## src/rtl/uart_buffer_ctrl.sv

```systemverilog
// Ring-buffer controller and port arbiter for the UART's shared 512x8 RAM.
// TX ring lives in the lower half of the RAM, RX ring in the upper half.
// One read port is shared by user RX reads and the TX drain sequencer; one
// write port is shared by RX stores (fixed priority) and user TX writes.
module uart_buffer_ctrl #(
  parameter int ADDR_W = 8
) (
  input  logic              i_clk,
  input  logic              i_reset,
  input  logic              i_user_re,
  output logic              o_user_rack,
  output logic              o_user_rvalid,
  output logic [7:0]        o_user_rdata,
  input  logic              i_user_we,
  input  logic [7:0]        i_user_wdata,
  output logic              o_user_wack,
  input  logic              i_clear_flags,
  output logic [ADDR_W:0]   o_rx_count,
  output logic [ADDR_W:0]   o_tx_count,
  output logic              o_rx_empty,
  output logic              o_tx_full,
  output logic              o_rx_overflow,
  output logic              o_tx_overflow,
  output logic [7:0]        o_tx_data,
  output logic              o_tx_strobe,
  input  logic              i_tx_busy,
  input  logic [7:0]        i_rx_data,
  input  logic              i_rx_new,
  output logic              o_rx_ack,
  output logic [ADDR_W:0]   o_ram_r_addr,
  input  logic [7:0]        i_ram_r_data,
  output logic [ADDR_W:0]   o_ram_w_addr,
  output logic [7:0]        o_ram_w_data,
  output logic              o_ram_we
);

  localparam int                DEPTH    = 2 ** ADDR_W;
  localparam logic [ADDR_W:0]   FULL_CNT = (ADDR_W+1)'(DEPTH);
  localparam logic [ADDR_W-1:0] PTR_ONE  = ADDR_W'(1);

  typedef enum logic [1:0] {TX_IDLE, TX_REQ, TX_DATA, TX_HOLD} tx_state_e;

  tx_state_e         tx_state_q, tx_state_d;
  logic [ADDR_W-1:0] rx_wr_q, rx_wr_d, rx_rd_q, rx_rd_d;
  logic [ADDR_W-1:0] tx_wr_q, tx_wr_d, tx_rd_q, tx_rd_d;
  logic [ADDR_W:0]   rx_count_q, rx_count_d, tx_count_q, tx_count_d;
  logic              rx_ovf_q, rx_ovf_d, tx_ovf_q, tx_ovf_d;
  logic              rr_tx_q, rr_tx_d;
  logic              user_rvalid_q, user_rvalid_d;
  logic [7:0]        tx_data_q, tx_data_d;

  logic user_elig, tx_elig, user_grant, tx_grant;
  logic rx_store, rx_drop, tx_store, tx_drop;
  logic rx_full, tx_full;

  assign rx_full   = (rx_count_q == FULL_CNT);
  assign tx_full   = (tx_count_q == FULL_CNT);
  assign user_elig = i_user_re && (rx_count_q != '0);
  assign tx_elig   = (tx_state_q == TX_REQ);

  // Read-port arbitration: round-robin only when both requesters contend
  always_comb begin
    user_grant   = 1'b0;
    tx_grant     = 1'b0;
    rr_tx_d      = rr_tx_q;
    o_ram_r_addr = '0;
    if (!i_reset) begin
      if (user_elig && tx_elig) begin
        user_grant = !rr_tx_q;
        tx_grant   = rr_tx_q;
        rr_tx_d    = !rr_tx_q;
      end else begin
        user_grant = user_elig;
        tx_grant   = tx_elig;
      end
    end
    if (user_grant)
      o_ram_r_addr = {1'b1, rx_rd_q};
    else if (tx_grant)
      o_ram_r_addr = {1'b0, tx_rd_q};
  end

  // Write-port arbitration: RX store beats user write; drops still ack
  always_comb begin
    rx_store     = 1'b0;
    rx_drop      = 1'b0;
    tx_store     = 1'b0;
    tx_drop      = 1'b0;
    o_ram_we     = 1'b0;
    o_ram_w_addr = '0;
    o_ram_w_data = '0;
    o_rx_ack     = 1'b0;
    o_user_wack  = 1'b0;
    if (!i_reset) begin
      if (i_rx_new) begin
        o_rx_ack = 1'b1;
        if (!rx_full) begin
          rx_store     = 1'b1;
          o_ram_we     = 1'b1;
          o_ram_w_addr = {1'b1, rx_wr_q};
          o_ram_w_data = i_rx_data;
        end else begin
          rx_drop = 1'b1;
        end
      end else if (i_user_we) begin
        o_user_wack = 1'b1;
        if (!tx_full) begin
          tx_store     = 1'b1;
          o_ram_we     = 1'b1;
          o_ram_w_addr = {1'b0, tx_wr_q};
          o_ram_w_data = i_user_wdata;
        end else begin
          tx_drop = 1'b1;
        end
      end
    end
  end

  // Pointer, count, flag and TX sequencer next-state
  always_comb begin
    rx_wr_d       = rx_store   ? rx_wr_q + PTR_ONE : rx_wr_q;
    rx_rd_d       = user_grant ? rx_rd_q + PTR_ONE : rx_rd_q;
    tx_wr_d       = tx_store   ? tx_wr_q + PTR_ONE : tx_wr_q;
    tx_rd_d       = tx_grant   ? tx_rd_q + PTR_ONE : tx_rd_q;
    rx_count_d    = rx_count_q + (ADDR_W+1)'(rx_store) - (ADDR_W+1)'(user_grant);
    tx_count_d    = tx_count_q + (ADDR_W+1)'(tx_store) - (ADDR_W+1)'(tx_grant);
    rx_ovf_d      = (rx_ovf_q && !i_clear_flags) || rx_drop;
    tx_ovf_d      = (tx_ovf_q && !i_clear_flags) || tx_drop;
    user_rvalid_d = user_grant;
    tx_data_d     = tx_data_q;
    tx_state_d    = tx_state_q;
    case (tx_state_q)
      TX_IDLE: if ((tx_count_q != '0) && !i_tx_busy) tx_state_d = TX_REQ;
      TX_REQ:  if (tx_grant) tx_state_d = TX_DATA;
      TX_DATA: begin
        tx_data_d  = i_ram_r_data;
        tx_state_d = TX_HOLD;
      end
      // Guard cycle so the busy rise from uart_tx is seen before re-arming
      TX_HOLD: tx_state_d = TX_IDLE;
      default: tx_state_d = TX_IDLE;
    endcase
  end

  // State registers with synchronous reset
  always_ff @(posedge i_clk) begin
    if (i_reset) begin
      tx_state_q    <= TX_IDLE;
      rx_wr_q       <= '0;
      rx_rd_q       <= '0;
      tx_wr_q       <= '0;
      tx_rd_q       <= '0;
      rx_count_q    <= '0;
      tx_count_q    <= '0;
      rx_ovf_q      <= 1'b0;
      tx_ovf_q      <= 1'b0;
      rr_tx_q       <= 1'b0;
      user_rvalid_q <= 1'b0;
      tx_data_q     <= '0;
    end else begin
      tx_state_q    <= tx_state_d;
      rx_wr_q       <= rx_wr_d;
      rx_rd_q       <= rx_rd_d;
      tx_wr_q       <= tx_wr_d;
      tx_rd_q       <= tx_rd_d;
      rx_count_q    <= rx_count_d;
      tx_count_q    <= tx_count_d;
      rx_ovf_q      <= rx_ovf_d;
      tx_ovf_q      <= tx_ovf_d;
      rr_tx_q       <= rr_tx_d;
      user_rvalid_q <= user_rvalid_d;
      tx_data_q     <= tx_data_d;
    end
  end

  assign o_user_rack   = user_grant;
  assign o_user_rvalid = user_rvalid_q;
  assign o_user_rdata  = user_rvalid_q ? i_ram_r_data : 8'h00;
  assign o_rx_count    = rx_count_q;
  assign o_tx_count    = tx_count_q;
  assign o_rx_empty    = (rx_count_q == '0);
  assign o_tx_full     = tx_full;
  assign o_rx_overflow = rx_ovf_q;
  assign o_tx_overflow = tx_ovf_q;
  // The fetched byte is visible in the same cycle as the strobe
  assign o_tx_data     = (tx_state_q == TX_DATA) ? i_ram_r_data : tx_data_q;
  assign o_tx_strobe   = (tx_state_q == TX_DATA) && !i_reset;

endmodule
```

## config.mk

```make
export PLATFORM = sky130hd
export DESIGN_NAME = uart_buffer_ctrl
export DESIGN_NICKNAME = d
export VERILOG_FILES = /design/src/rtl/uart_buffer_ctrl.sv
export SDC_FILE = /design/constraint.sdc
export NUM_CORES = 1
export LEC_CHECK = 0
export BUFFER_PORTS_ARGS = -buffer_cell sky130_fd_sc_hd__buf_2
export CORE_ASPECT_RATIO = 0.5
export CORE_MARGIN = 2
export CORE_UTILIZATION = 49
export DETAILED_ROUTE_END_ITERATION = 16
export PLACE_DENSITY = 0.77
export SETUP_SLACK_MARGIN = 0.1
export SYNTH_ARGS = -nofsm -noshare
export SYNTH_HDL_FRONTEND = slang
export SYNTH_SLANG_ARGS = --single-unit
export TNS_END_PERCENT = 20
```

## constraint.sdc

```tcl
create_clock -name i_clk -period 4 [get_ports i_clk]
set_input_delay 1.2 -clock i_clk [delete_from_list [all_inputs] [get_ports i_clk]]
set_output_delay 1.2 -clock i_clk [all_outputs]
set_load 0.05 [all_outputs]
```

==> After elaboration in Yosys (flattened, before gate mapping) <==
Cells that the tools add are included.
{ "classes": {"add_sub_neg": 8, "muxes": 42, "n_reduce_logical": 17, "n_eq_ne": 7} }
{ "ops": {"columns": ["cell", "n"], "rows": [
  ["2-to-1 mux 8 bit", 10],
  ["2-to-1 mux 9 bit", 4],
  ["adder 8 x 1 -> 8 bit, second input constant", 4],
  ["2-to-1 mux 1 bit", 25],
  ["adder 9 x 1 -> 9 bit", 2],
  ["equality test 9 bit, second input constant", 2],
  ["nonzero test 9 bit", 2],
  ["subtractor 9 x 1 -> 9 bit", 2],
  ["logical NOT 9 bit", 1],
  ["case mux 2 bit (4 select lines)", 1],
  ["logical AND 1 bit", 6],
  ["equality test 2 bit, second input constant", 2],
  ["logical NOT 1 bit", 4],
  ["2-to-1 mux 2 bit", 2],
  ["equality test 2 x 1 -> 1 bit, second input constant", 1],
  ["logical NOT 2 bit", 1],
  ["logical OR 1 bit", 2],
  ["!= test 2 x 1 -> 1 bit, second input constant", 1],
  ["!= test 2 bit, second input constant", 1],
  ["AND reduction 2 bit", 1]
]} }
{ "totals": {"wordCells": 86, "inputBits": 31, "out_inout_bits": 70, "reg_bits": 64} }

==> Depth between registers and ports, before layout <==
Gate-level depths: netlist (run 1).
{ "depth": {"ltp_word": 7, "ltp_mapped": 16, "ltp_nobuf": 14} }

==> Least setup slack after synthesis (run 1) <==
OpenSTA, ideal clock, no wires.
{ "synth_timing": {"path_kind": "input port to flip-flop", "from": "in i_reset", "to": "reg rx_count_q[8] (netlist: o_rx_count[8])", "t_arrival_ns": 4.484, "path_buffers": 2, "required_ns": 3.866, "slack_ns": -0.618, "path_stages": 12, "cell_sequence": "clkbuf_1 > nor2b_1 > o21ai_0 > buf_2 > ha_1 > inv_1 > ha_1 > fa_1 > a211o_1 > and3_1 > o311ai_0 > o31ai_1"} }
{ "synth_between": {"elab_chain_len": 3, "word_cells_on_any_way": 4, "classes_between": "add/sub (2); mux (2)"} }
{ "synth_rtl": {"columns": ["item", "line", "rtl"], "rows": [
  ["start, declared", "9", "input logic i_reset,"],
  ["2-to-1 mux 1 bit", "94", "if (!i_reset) begin"],
  ["adder 9 x 1 -> 9 bit", "125", "rx_count_d = rx_count_q + (ADDR_W+1)'(rx_store) - (ADDR_W+1)'(user_grant);"],
  ["subtractor 9 x 1 -> 9 bit", "125", null],
  ["end signal, assigned", "166", "rx_count_q <= rx_count_d;"],
  ["end, declared", "46", "logic [ADDR_W:0] rx_count_q, rx_count_d, tx_count_q, tx_count_d;"]
]} }
Several ways; a longest one is shown, not always the timed one.
A chain may end at the register's enable or synchronous reset.

==> Worst setup path after layout (run 1) <==
{ "layout_timing": {"from": "reg rx_count_q[7] (netlist: o_rx_count[7])", "to": "out o_ram_r_addr[6]"} }
{ "layout_between": {"elab_chain_len": 7, "word_cells_on_any_way": 9, "classes_between": "mux (6); reduce/logical (3)"} }
{ "layout_rtl": {"columns": ["item", "line", "rtl"], "rows": [
  ["nonzero test 9 bit *", "58", "assign user_elig = i_user_re && (rx_count_q != '0);"],
  ["logical AND 1 bit *", "58", null],
  ["logical AND 1 bit", "68", "if (user_elig && tx_elig) begin"],
  ["2-to-1 mux 1 bit", "68", null],
  ["2-to-1 mux 1 bit", "67", "if (!i_reset) begin"],
  ["2-to-1 mux 8 bit", "79", "else if (tx_grant)"],
  ["2-to-1 mux 9 bit *", "77", "if (user_grant)"],
  ["end, declared", "30", "output logic [ADDR_W:0] o_ram_r_addr,"]
]} }
Mark *: on every way between the ends. The rest lies on a longest branch, timed or not.

==> results of run 1 <==
[how the worst max path moves through the flow]
| stage | to | slack, ns | cells past startpoint |
|---|---|---|---|
| after detailed placement | o_rx_count[8]$_SDFF_PP0_ | 0.27 | 11 |
| after CTS | o_ram_r_addr[6] | 0.30 | 8 |
| after global routing | o_ram_r_addr[6] | 0.17 | 8 |
| after floorplan | o_rx_count[8]$_SDFF_PP0_ | 0.05 | 12 |
| after global placement | o_ram_w_addr[3] | 0.35 | 7 |
| final | o_ram_r_addr[6] | 0.31 | 8 |
[final cells by class]
type / count / area (sq um) / area share (%)
multi-input cells: 356 / 2520 / 50.5
clock inverters: 5 / 103 / 2.06
inverters: 31 / 116 / 2.33
well taps: 112 / 140 / 2.81
repair buffers: 110 / 576 / 11.5
flip-flops and latches: 64 / 1280 / 25.7
clock buffers: 11 / 253 / 5.06
[worst max-delay path, cell delays in order, from the launching register on]
cell and delay (ns):
dfxtp_1 0.33, inv_1 0.08, ha_1 0.16, or3b_1 0.53
o221a_4 0.38, nor2_2 0.12, buf_4 0.17, a22o_1 0.14
buf_2 0.26
[sequential cells by signal (all words and copies together), names as in the netlist, 2 cells and up]
| name | flops |
|---|---|
| o_rx_count | 9 |
| o_tx_count | 9 |
| rx_rd_q | 8 |
| rx_wr_q | 8 |
| tx_data_q | 8 |
| tx_rd_q | 8 |
| tx_state_q | 2 |
| tx_wr_q | 8 |
[cell families (layout without fill, tap and decap cells)]
group	after synthesis	in the layout	share of synthesized area (%)
flops	64	64	32.1
mux	30	30	7.93
simple gates	180	180	24.1
buf+inv	50	157	5.21
xor+xnor	11	11	2.41
fa+ha+maj	34	34	11.0
compound gates	101	101	17.2
[where the power goes]
group          internal [W]  switching, W  total, W
Combinational      0.000693       0.00125   0.00194
Clock              0.000641      0.000288  0.000929
Sequential         0.000759      0.000109  0.000868
Total               0.00209       0.00165   0.00374
[metal layers]
layer / share of wire (%) / global-route usage [%]
met2: 45 / 36.0
met5: 0 / 0
met3: 5.2 / 6.67
met4: 0.98 / 7.74
met1: 49 / 28.1
[synthesized netlist by cell type (2+ instances only)]
cell | n | area (sq um)
a311oi_1 | 2 | 17.5
a22o_1 | 8 | 70.1
and3_1 | 4 | 25.0
nand2b_1 | 5 | 31.3
nor4_1 | 5 | 31.3
a31oi_1 | 5 | 31.3
nor2_1 | 47 | 176
nand3b_1 | 3 | 22.5
mux2_2 | 13 | 146
o211ai_1 | 4 | 30.0
o311ai_0 | 2 | 17.5
fa_1 | 2 | 40.0
a21oi_1 | 23 | 115
a211oi_1 | 3 | 22.5
o21a_1 | 2 | 15.0
inv_1 | 30 | 113
mux2i_1 | 17 | 170
nand2_1 | 20 | 75.1
nor3_1 | 11 | 55.1
and2_1 | 17 | 106
or3_1 | 14 | 87.6
nand3_1 | 19 | 95.1
o31ai_1 | 8 | 60.1
a22oi_1 | 5 | 37.5
xor2_1 | 4 | 35.0
buf_4 | 2 | 15.0
dfxtp_1 | 64 | 1280
or4_1 | 4 | 30.0
and4_1 | 2 | 17.5
a21o_1 | 3 | 22.5
nor3b_1 | 4 | 30.0
nor2b_1 | 15 | 93.8
buf_2 | 4 | 20.0
clkbuf_1 | 6 | 22.5
nand4_1 | 3 | 18.8
buf_1 | 6 | 22.5
ha_1 | 32 | 400
o21ai_0 | 21 | 105
o2111ai_1 | 3 | 26.3
xnor2_1 | 7 | 61.3
o211a_1 | 3 | 30.0
[placed cells by master, fill, tap and decap left out, drive strengths merged, types with 11 or more instances in the layout]
cell,Yosys,final
a21oi,23,23
and2,17,17
buf,13,110
clkbuf,6,11
dfxtp,64,64
ha,32,32
inv,30,30
mux2,13,13
mux2i,17,17
nand2,20,20
nand3,19,19
nor2,48,48
nor2b,15,15
nor3,11,11
o21ai,22,22
or3,14,14
[stage by stage]
stage | total power [W] | hold WS [ns]
CTS | 0.00376 | 0.476
detailed placement | 0.00280 | 0.463
floorplan | 0.00242 | 0.437
global route | 0.00398 | 0.495
finish | 0.00374 | 0.468
global placement | 0.00277 | 0.458
==> summary.md, run 1 <==
| Metric | Value |
|---|---|
| Layout Nets | 637 |
| Status | completed |
| Fin area | 4990 sq um |
| GRT Overall Usage | 22.0% |
| Placed insts | 673 |
| Std cell rows | 23 |
| Post-detail-place hpwl | 7.06 mm |
| Pleak | 2.28 nW |
| First-pass GRT wire length | 15.5 mm |
| Max-cap violation count | 0 |
| Die area | 8920 sq um |
| Starting Density | 50.2% |
| DR vias/cell | 5.46 |
| Worst Hold Endpoint | rx_rd_q[7]$_SDFFE_PP0P_ |
| Hold Path Depth | 1 |
| Worst-path clk slew | 0.05 ns |
| Clk_lat worst skew | 0.34 ns |
| Worst hold start | rx_rd_q[7]$_SDFFE_PP0P_ |
| Root Driver | clkbuf_16 |
| Final period utilization | 92.2% |
| Worst Path Max Fanout | 15 |
| Largest net degree at the start of global routing | 28 |
| Core area | 7940 sq um |
| Critical Path Source | o_rx_count[7]$_SDFF_PP0_ |
| Initial antenna violation count | 0 |
| Post-synth ARST share | 0% |
| Tmin final | 3.69 ns |
| Max Slew Vio Count | 0 |
| Iteration-0 DRC Markers | 258 |
| TritonCTS clock tree | yes |
| Mean Syn Cell Area | 8.49 sq um |
| Setup Fix Bufs, Post-CTS | 0 |
| Clock skew | 0.00616 ns |
| DRC | 0 |
| Number of global-route vias before repair | 3,293 |
| #FFs+latches synth | 64 |
| Final setup margin | 0.310 ns |
| Slew @ Worst Pin | 0.531 ns |
| Mapped Cells | 470 |
| Worst Setup Start Kind | flop |
| Cell Area, Placed | 4640 sq um |
| Cts hold-fix bufs | 0 |
| Die Y | 67.8 um |
| Htree depth | 3 |
| Worst r2r path cells | 14 |
| TritonCTS buffer count | 9 |
| Syn. warnings | 0 |
| Layout cells sized above 1 | 25.3% |
| Sink Count | 64 |
| Final Hold Fails | 0 |
| Pre-Repair DR Iteration Count | 5 |
| Largest vdd supply drop | 0.000489 V |
| Via Count | 3,765 |
| Die X-Extent | 132 um |
| Total nets after synthesis | 535 |
| PD cells | 750 nW/um^2 |
| CP required | 2.80 ns |
| Finished Layout Cells | 689 |
| CP Data Arrival Time | 2.49 ns |
| Grt ovf | 0 |
| Diode count | 0 |
| Slew headroom | 64.6% |
| Routed len/inst | 14.1 um |
| Endpoint class of the critical path | output pin |
| Port Buffers | 100 |
| Worst r2r dst | o_tx_count[8]$_SDFF_PP0_ |
| Crit path kind | flop to output pin |
| Main flop type after synthesis | dfxtp_1 |
| Number of fillers in the final layout | 712 |
| Mapped Area | 3990 sq um |
| Routed wire length | 9.70 mm |
| RSZ-0062 raised after global routing | no |
| Area growth syn-to-layout | 25.1% |
| ANT nets after route | 0 |
| Longest Clk Path Bufs | 2 |
| Worst r2r src | o_rx_count[7]$_SDFF_PP0_ |
| Total negative setup slack | 0 ns |
| Sequential cell area fraction in the yosys report | 32.1% |
| Hold/Removal Path Class | flop to flop |
| R2R setup slack | 0.54 ns |
| Count of final setup violators | 0 |
| I/O Pins | 101 |
| Final core utilization | 62.8% |
| Post-synth cell types | 59 |
| Max Clk Rate | 271 MHz |
| Post-synth EDFFs | 0 |
| Pre-CTS WS | 0.270 ns |
| GP Congestion | 0.845 |
| Post-CTS sizing | 0 |
Note: power is estimated with default switching activity, not from simulation.
==> run 2: changes to the inputs <==
CORE_UTILIZATION = 54   (was 49)
PLACE_DENSITY = 0.81   (was 0.77)
clock period = 3.9 ns   (was 4 ns; I/O delays follow)
==> run 2 against run 1 <==
  * Via count up 0.85%
  * Combinational power up 4%
  * Non-clock buffer count up 1
  * Clock-buffer cell count down 2
==> summary.md, run 2 (synthesized netlist as in run 1, its figures left out) <==
| Metric | Value |
|---|---|
| Routed len/inst | 14.3 um (+1.6%) |
| Number of fillers in the final layout | 573 (-20%) |
| Starting Density | 55.1% (+4.9 points) |
| Worst stage delay on the critical path | 0.25 ns (-0.28 ns) |
| Setup Fix Bufs, Post-CTS | 0 (unchanged) |
| Final setup margin | 0.258 ns (-0.0518 ns) |
| Cts hold-fix bufs | 0 (unchanged) |
| Clock power frac | 22.9% (-1.9 points) |
| Pleak | 2.27 nW (-0.60%) |
| GRT Overall Usage | 24.0% (+2.1 points) |
| Std cell rows | 22 (-4.3%) |
| CP Data Arrival Time | 2.47 ns (-0.02 ns) |
| Routed wire length | 9.66 mm (-0.45%) |
| Clk_lat worst skew | 0.34 ns (about the same) |
| Via Count | 3,797 (+0.85%) |
| TritonCTS buffer count | 9 (unchanged) |
| Root Driver | clkbuf_16 |
| Die area | 8130 sq um (-8.9%) |
| Met3 wire len | 662 um (+32%) |
| PD cells | 760 nW/um^2 (+1.4%) |
| Final Hold Fails | 0 (unchanged) |
| Max Clk Rate | 275 MHz |
| Hold/Removal Path Class | flop to flop |
| Count of final setup violators | 0 (unchanged) |
| Gate power share | 53.5% (+1.5 points) |
| Core area | 7240 sq um (-8.9%) |
| Tmin final | 3.64 ns |
| Metal1 wirelength | 4.40 mm (-7.8%) |
| Slowest CP cell | buf_2 |
| Die X-Extent | 126 um (-4.6%) |
| Sequential fraction of design power | 23.6% (+0.4 points) |
| I/O Pins | 101 (unchanged) |
| Pre-Repair DR Iteration Count | 5 (unchanged) |
| Highest metal used | met4 |
| Max Slew Vio Count | 0 (unchanged) |
| CP required | 2.73 ns (-0.07 ns) |
| Final period utilization | 93.4% |
| First-pass GRT wire length | 15.8 mm (+1.9%) |
| Die Y | 64.8 um (-4.5%) |
| Endpoint class of the critical path | output pin |
| DRC | 0 (unchanged) |
| Crit path kind | input pin to output pin |
| Post-CTS sizing | 0 (unchanged) |
| Max-cap violation count | 0 (unchanged) |
| Status | completed |
| Iteration-0 DRC Markers | 250 (-3.1%) |
| Crit path cell chain | buf_2, a21oi_1, o211a_1, buf_4, a22o_1, buf_2 |
| RSZ-0062 raised after global routing | no |
| Area growth syn-to-layout | 24.2% |
| Pint | 0.00206 W (-1.5%) |
| Port Buffers | 100 (unchanged) |
| Met2 WL | 4.47 mm (+3.2%) |
| Pre-CTS WS | 0.230 ns (-0.0403 ns) |
| ANT nets after route | 0 (unchanged) |
| Largest net degree at the start of global routing | 27 (-3.6%) |
| Slew @ Worst Pin | 0.510 ns (-0.0208 ns) |
| Total power draw | 0.00377 W (+0.69%) |
| Crit path max-delay family | buffers and inverters |
| Number of global-route vias before repair | 3,496 (+6.2%) |
| Worst Setup Start Kind | input pin |
| Grt ovf | 0 (unchanged) |
| Longest Clk Path Bufs | 2 (unchanged) |
| GP Congestion | 0.831 (-1.6%) |
| Slew headroom | 66.0% (+1.4 points) |
| Layout cells sized above 1 | 26.1% (+0.82 points) |
| DR vias/cell | 5.63 (+2.9%) |
| Htree depth | 3 (unchanged) |
| TritonCTS clock tree | yes |
| Total negative setup slack | 0 ns (unchanged) |
| Post-detail-place hpwl | 6.94 mm (-1.8%) |
| Worst Path Max Fanout | 17 (+2) |
| Most frequent CP cell | buf_2 |
| Most common cell after layout, fill and taps aside | buf_2 |
| Clock skew | 0.00713 ns (+0.000971 ns) |
| Buffers plus inverters on the worst setup path | 3 (unchanged) |
| Final core utilization | 68.5% (+5.6 points) |
| Commonest non-fill, non-tap cells in the layout | buf_2 (100), dfxtp_1 (64), nor2_1 (47) |
| Worst-path clk slew | 0.05 ns (about the same) |
| Psw | 0.00171 W (+3.5%) |
| Sink Count | 64 (unchanged) |
| Initial antenna violation count | 1 (+1) |
| Layout Nets | 638 (+0.16%) |
| Switching share of power | 45.3% (+1.2 points) |
| Largest vdd supply drop | 0.000441 V (-9.8%) |
==> run 2: cell count changes in the layout (fill, tap and decap cells not counted), sizes merged <==
cell	change
clkinv	+2
inv	+1
diode	+1
bufinv	-1
buf	+1
clkbuf	-2
==> run 2: worst paths after layout <==
check                                              start                       end  slack (ns)  cells past startpoint
worst max-delay path                             i_reset           o_ram_r_addr[2]        0.26                      6
worst min register to register   tx_rd_q[7]$_SDFFE_PP0N_   tx_rd_q[7]$_SDFFE_PP0N_        0.49                      2
worst min-delay path             tx_rd_q[7]$_SDFFE_PP0N_   tx_rd_q[7]$_SDFFE_PP0N_        0.49                      2
worst max register to register  o_rx_count[6]$_SDFF_PP0_  o_tx_count[7]$_SDFF_PP0_        0.52                     12
==> run 2: cell type report <==
cell class	count	area [sq um]	share of cell area, %
Multi-Input combinational cell	356	2530	51.1
Inverter	31	116	2.35
Timing Repair Buffer	111	583	11.8
Clock buffer	9	225	4.54
Antenna cell	1	2.50	0.0505
Clock inverter	7	95.1	1.92
Sequential cell	64	1280	25.9
Tap cell	96	120	2.42
==> run 2: through the flow <==
| stage | hold slack [ns] | std cells | area [sq um] |
|---|---|---|---|
| after floorplan | 0.437 | 470 | 4040 |
| after global placement | 0.465 | 658 | 4630 |
| after detailed placement | 0.476 | 658 | 4630 |
| after CTS | 0.490 | 674 | 4950 |
| after global routing | 0.523 | 674 | 4950 |
| final | 0.493 | 675 | 4960 |
==> run 2: worst register-to-register path, cell delays in order (launching register included) <==
cell and delay [ns]:
dfxtp_1 0.32, inv_1 0.09, ha_1 0.17, or3b_1 0.47, o221a_4 0.36, nor2_2 0.13, ha_1 0.22, inv_1 0.07
ha_1 0.29, a211oi_1 0.09, or3_1 0.39, a311oi_1 0.32, mux2_2 0.36
==> run 2: power groups by stage <==
stage / logic [W] / registers [W] / clock network, W
2_1_floorplan: 0.00135 / 0.00113 / 0
3_3_place_gp: 0.00196 / 0.000899 / 0
3_5_place_dp: 0.00198 / 0.000903 / 0
4_1_cts: 0.00201 / 0.000890 / 0.000873
5_1_grt: 0.00220 / 0.000908 / 0.000899
6_report: 0.00201 / 0.000890 / 0.000863
==> run 2: per-layer routing <==
metal / global-route usage, % / vias to the layer above
li1: - / 1898
met1: 30.6 / 1780
met2: 40.5 / 105
met3: 5.86 / 14
met4: 8.06 / 0
met5: 0 / -
==> run 3: changes to the inputs <==
CORE_MARGIN = default   (was 2)
CORE_UTILIZATION = 55   (was 54)
CTS_BUF_LIST = sky130_fd_sc_hd__clkbuf_8   (was default)
PLACE_DENSITY = 0.82   (was 0.81)
==> run 3 against run 2 <==
  * Flip-flop and latch count did not move
  * Critical path depth rose by 3
  * Clock power fell by 25%
  * Sequential power barely moved
  * Sequential share of layout area rose by 0.53 points
  * Total power fell by 6.0%
  * First-iteration DRC count fell by 10%
  * Critical endpoint is now o_ram_w_addr[4]
  * Largest power group unchanged
  * Highest routed layer unchanged
==> summary.md, run 3 (synthesized netlist as in run 1, its figures left out) <==
| Metric | Value |
|---|---|
| Status | completed |
| DR vias/cell | 5.68 (+1.0%) |
| RSZ-0062 raised after global routing | no |
| Root Driver | clkbuf_8 |
| Most common cell after layout, fill and taps aside | buf_2 |
| Most frequent CP cell | buf_4 |
| Max Clk Rate | 276 MHz (+0.37%) |
| Largest net degree at the start of global routing | 27 (unchanged) |
| Sink Count | 64 (unchanged) |
| Via Count | 3,814 (+0.45%) |
| Initial antenna violation count | 0 (-1) |
| Iteration-0 DRC Markers | 225 (-10%) |
| PD cells | 729 nW/um^2 (-4.1%) |
| Die area | 7620 sq um (-6.3%) |
| Std cell rows | 21 (-4.5%) |
| Slowest CP cell | or3b_1 |
| GRT Overall Usage | 26.2% (+2.1 points) |
| Area growth syn-to-layout | 21.7% |
| Commonest non-fill, non-tap cells in the layout | buf_2 (100), dfxtp_1 (64), nor2_1 (47) |
| Final Hold Fails | 0 (unchanged) |
| Worst-path clk slew | 0.07 ns (+0.02 ns) |
| GP Congestion | 0.857 (+3.1%) |
| Die X-Extent | 122 um (-2.5%) |
| Hold WS | 0.497 ns (+0.00403 ns) |
| TritonCTS clock tree | yes |
| Crit path cell chain | inv_1, ha_1, or3b_1, buf_4, o21a_1, o21ai_0, buf_4, nor2_1, buf_2 |
| Layout Nets | 639 (+0.16%) |
| Worst Hold Endpoint | rx_rd_q[7]$_SDFFE_PP0P_ |
| Slew headroom | 65.8% (-0.15 points) |
| Final core utilization | 70.8% (+2.4 points) |
| Worst hold start | rx_rd_q[7]$_SDFFE_PP0P_ |
| CP Data Arrival Time | 2.46 ns (about the same) |
| Clock skew | 0.00888 ns (+0.00175 ns) |
| Cts hold-fix bufs | 0 (unchanged) |
| Htree depth | 3 (unchanged) |
| Count of final setup violators | 0 (unchanged) |
| Total negative setup slack | 0 ns (unchanged) |
| Post-CTS sizing | 0 (unchanged) |
| Hold/Removal Path Class | flop to flop |
| Core area | 6860 sq um (-5.3%) |
| Clk_lat worst skew | 0.36 ns (+0.02 ns) |
| Grt ovf | 0 (unchanged) |
| Pleak | 2.23 nW (-1.8%) |
| Post-detail-place hpwl | 7.01 mm (+1.1%) |
| Number of global-route vias before repair | 3,395 (-2.9%) |
| Slew @ Worst Pin | 0.512 ns (+0.00225 ns) |
| Hold Path Depth | 2 (unchanged) |
| Worst r2r path cells | 12 (unchanged) |
| TritonCTS buffer count | 9 (unchanged) |
| R2R setup slack | 0.55 ns (+0.03 ns) |
| I/O Pins | 101 (unchanged) |
| Routed len/inst | 14.2 um (-1.0%) |
| Largest vdd supply drop | 0.000508 V (+15%) |
| Worst r2r src | o_rx_count[7]$_SDFF_PP0_ |
| ANT nets after route | 0 (unchanged) |
| Port Buffers | 100 (unchanged) |
| Worst stage delay on the critical path | 0.42 ns (+0.17 ns) |
| Diode count | 0 (-1) |
| Worst Path Max Fanout | 13 (-4) |
| Routed wire length | 9.50 mm (-1.6%) |
| Die Y | 62.2 um (-4.0%) |
| First-pass GRT wire length | 15.6 mm (-1.5%) |
| CP required | 2.73 ns (about the same) |
| Tmin final | 3.63 ns (-0.0133 ns) |
| DRC | 0 (unchanged) |
| Starting Density | 58.2% (+3.1 points) |
| Max Slew Vio Count | 0 (unchanged) |
| Max-cap violation count | 0 (unchanged) |
| Endpoint class of the critical path | output pin |
| Crit path kind | flop to output pin |
| Worst r2r dst | o_tx_count[7]$_SDFF_PP0_ |
| Worst Setup Start Kind | flop |
| Longest Clk Path Bufs | 2 (unchanged) |
| Setup Fix Bufs, Post-CTS | 0 (unchanged) |
| Layout cells sized above 1 | 26.1% (-0.045 points) |
| Final period utilization | 93.0% (-0.34 points) |
| Pre-Repair DR Iteration Count | 6 (+1) |
==> run 3: cell types whose count changed in the layout (fill, tap and decap cells not counted), sizes merged <==
cell	previous run	this run
clkbuf	9	10
diode	1	0
clkinv	4	2
clkinvlp	1	2
buf	111	112
==> run 3: metal layers <==
metal  wire (um)  GRT usage, %  up-vias  part of all wire, %
li1            -             -     1897                    -
met1        4400          34.2     1781                   46
met2        4190          40.6      121                   44
met3         770          7.81       15                  8.1
met4         142          9.45        0                  1.5
met5           0             0        -                    0
==> run 3: metrics by stage <==
stage	cell area [sq um]	worst slack, ns	total power [W]	cells
floorplan	4040	0.0868	0.00249	470
global placement	4640	0.325	0.00285	655
detailed placement	4640	0.236	0.00289	655
CTS	4860	0.278	0.00355	671
global route	4860	0.104	0.00381	671
finish	4860	0.272	0.00354	671
==> run 3: cell type report <==
type | instances | area, sq um
inverter | 31 | 116
timing repair buffer | 112 | 591
clock buffer | 10 | 138
tap | 92 | 115
fill | 547 | 2000
multi-input combinational | 356 | 2530
sequential | 64 | 1280
clock inverter | 6 | 83.8
==> run 3: worst max path at each step <==
stage,from,cells past startpoint,slack [ns],to
floorplan,i_reset,12,0.09,o_rx_count[8]$_SDFF_PP0_
global placement,i_user_re,10,0.32,o_tx_count[7]$_SDFF_PP0_
detailed placement,i_reset,11,0.24,o_rx_count[8]$_SDFF_PP0_
CTS,o_rx_count[6]$_SDFF_PP0_,9,0.28,o_ram_w_addr[4]
global route,o_rx_count[7]$_SDFF_PP0_,9,0.10,o_ram_w_addr[3]
finish,o_rx_count[7]$_SDFF_PP0_,9,0.27,o_ram_w_addr[4]
==> run 3: worst max-delay path, delay by kind of cell, from the launching register on <==
kind	cells	cell delay, ns
buf+inv	4	0.72
simple gates	2	0.48
compound gates	2	0.39
flops	1	0.34
fa+ha+maj	1	0.17
==> run 3: power by group <==
group	switching, W	leakage [nW]	internal [W]	total (W)
clock	0.000273	0.110	0.000373	0.000646
sequential	0.000113	0.522	0.000777	0.000890
combinational	0.00128	1.60	0.000724	0.00200
total	0.00167	2.23	0.00187	0.00354
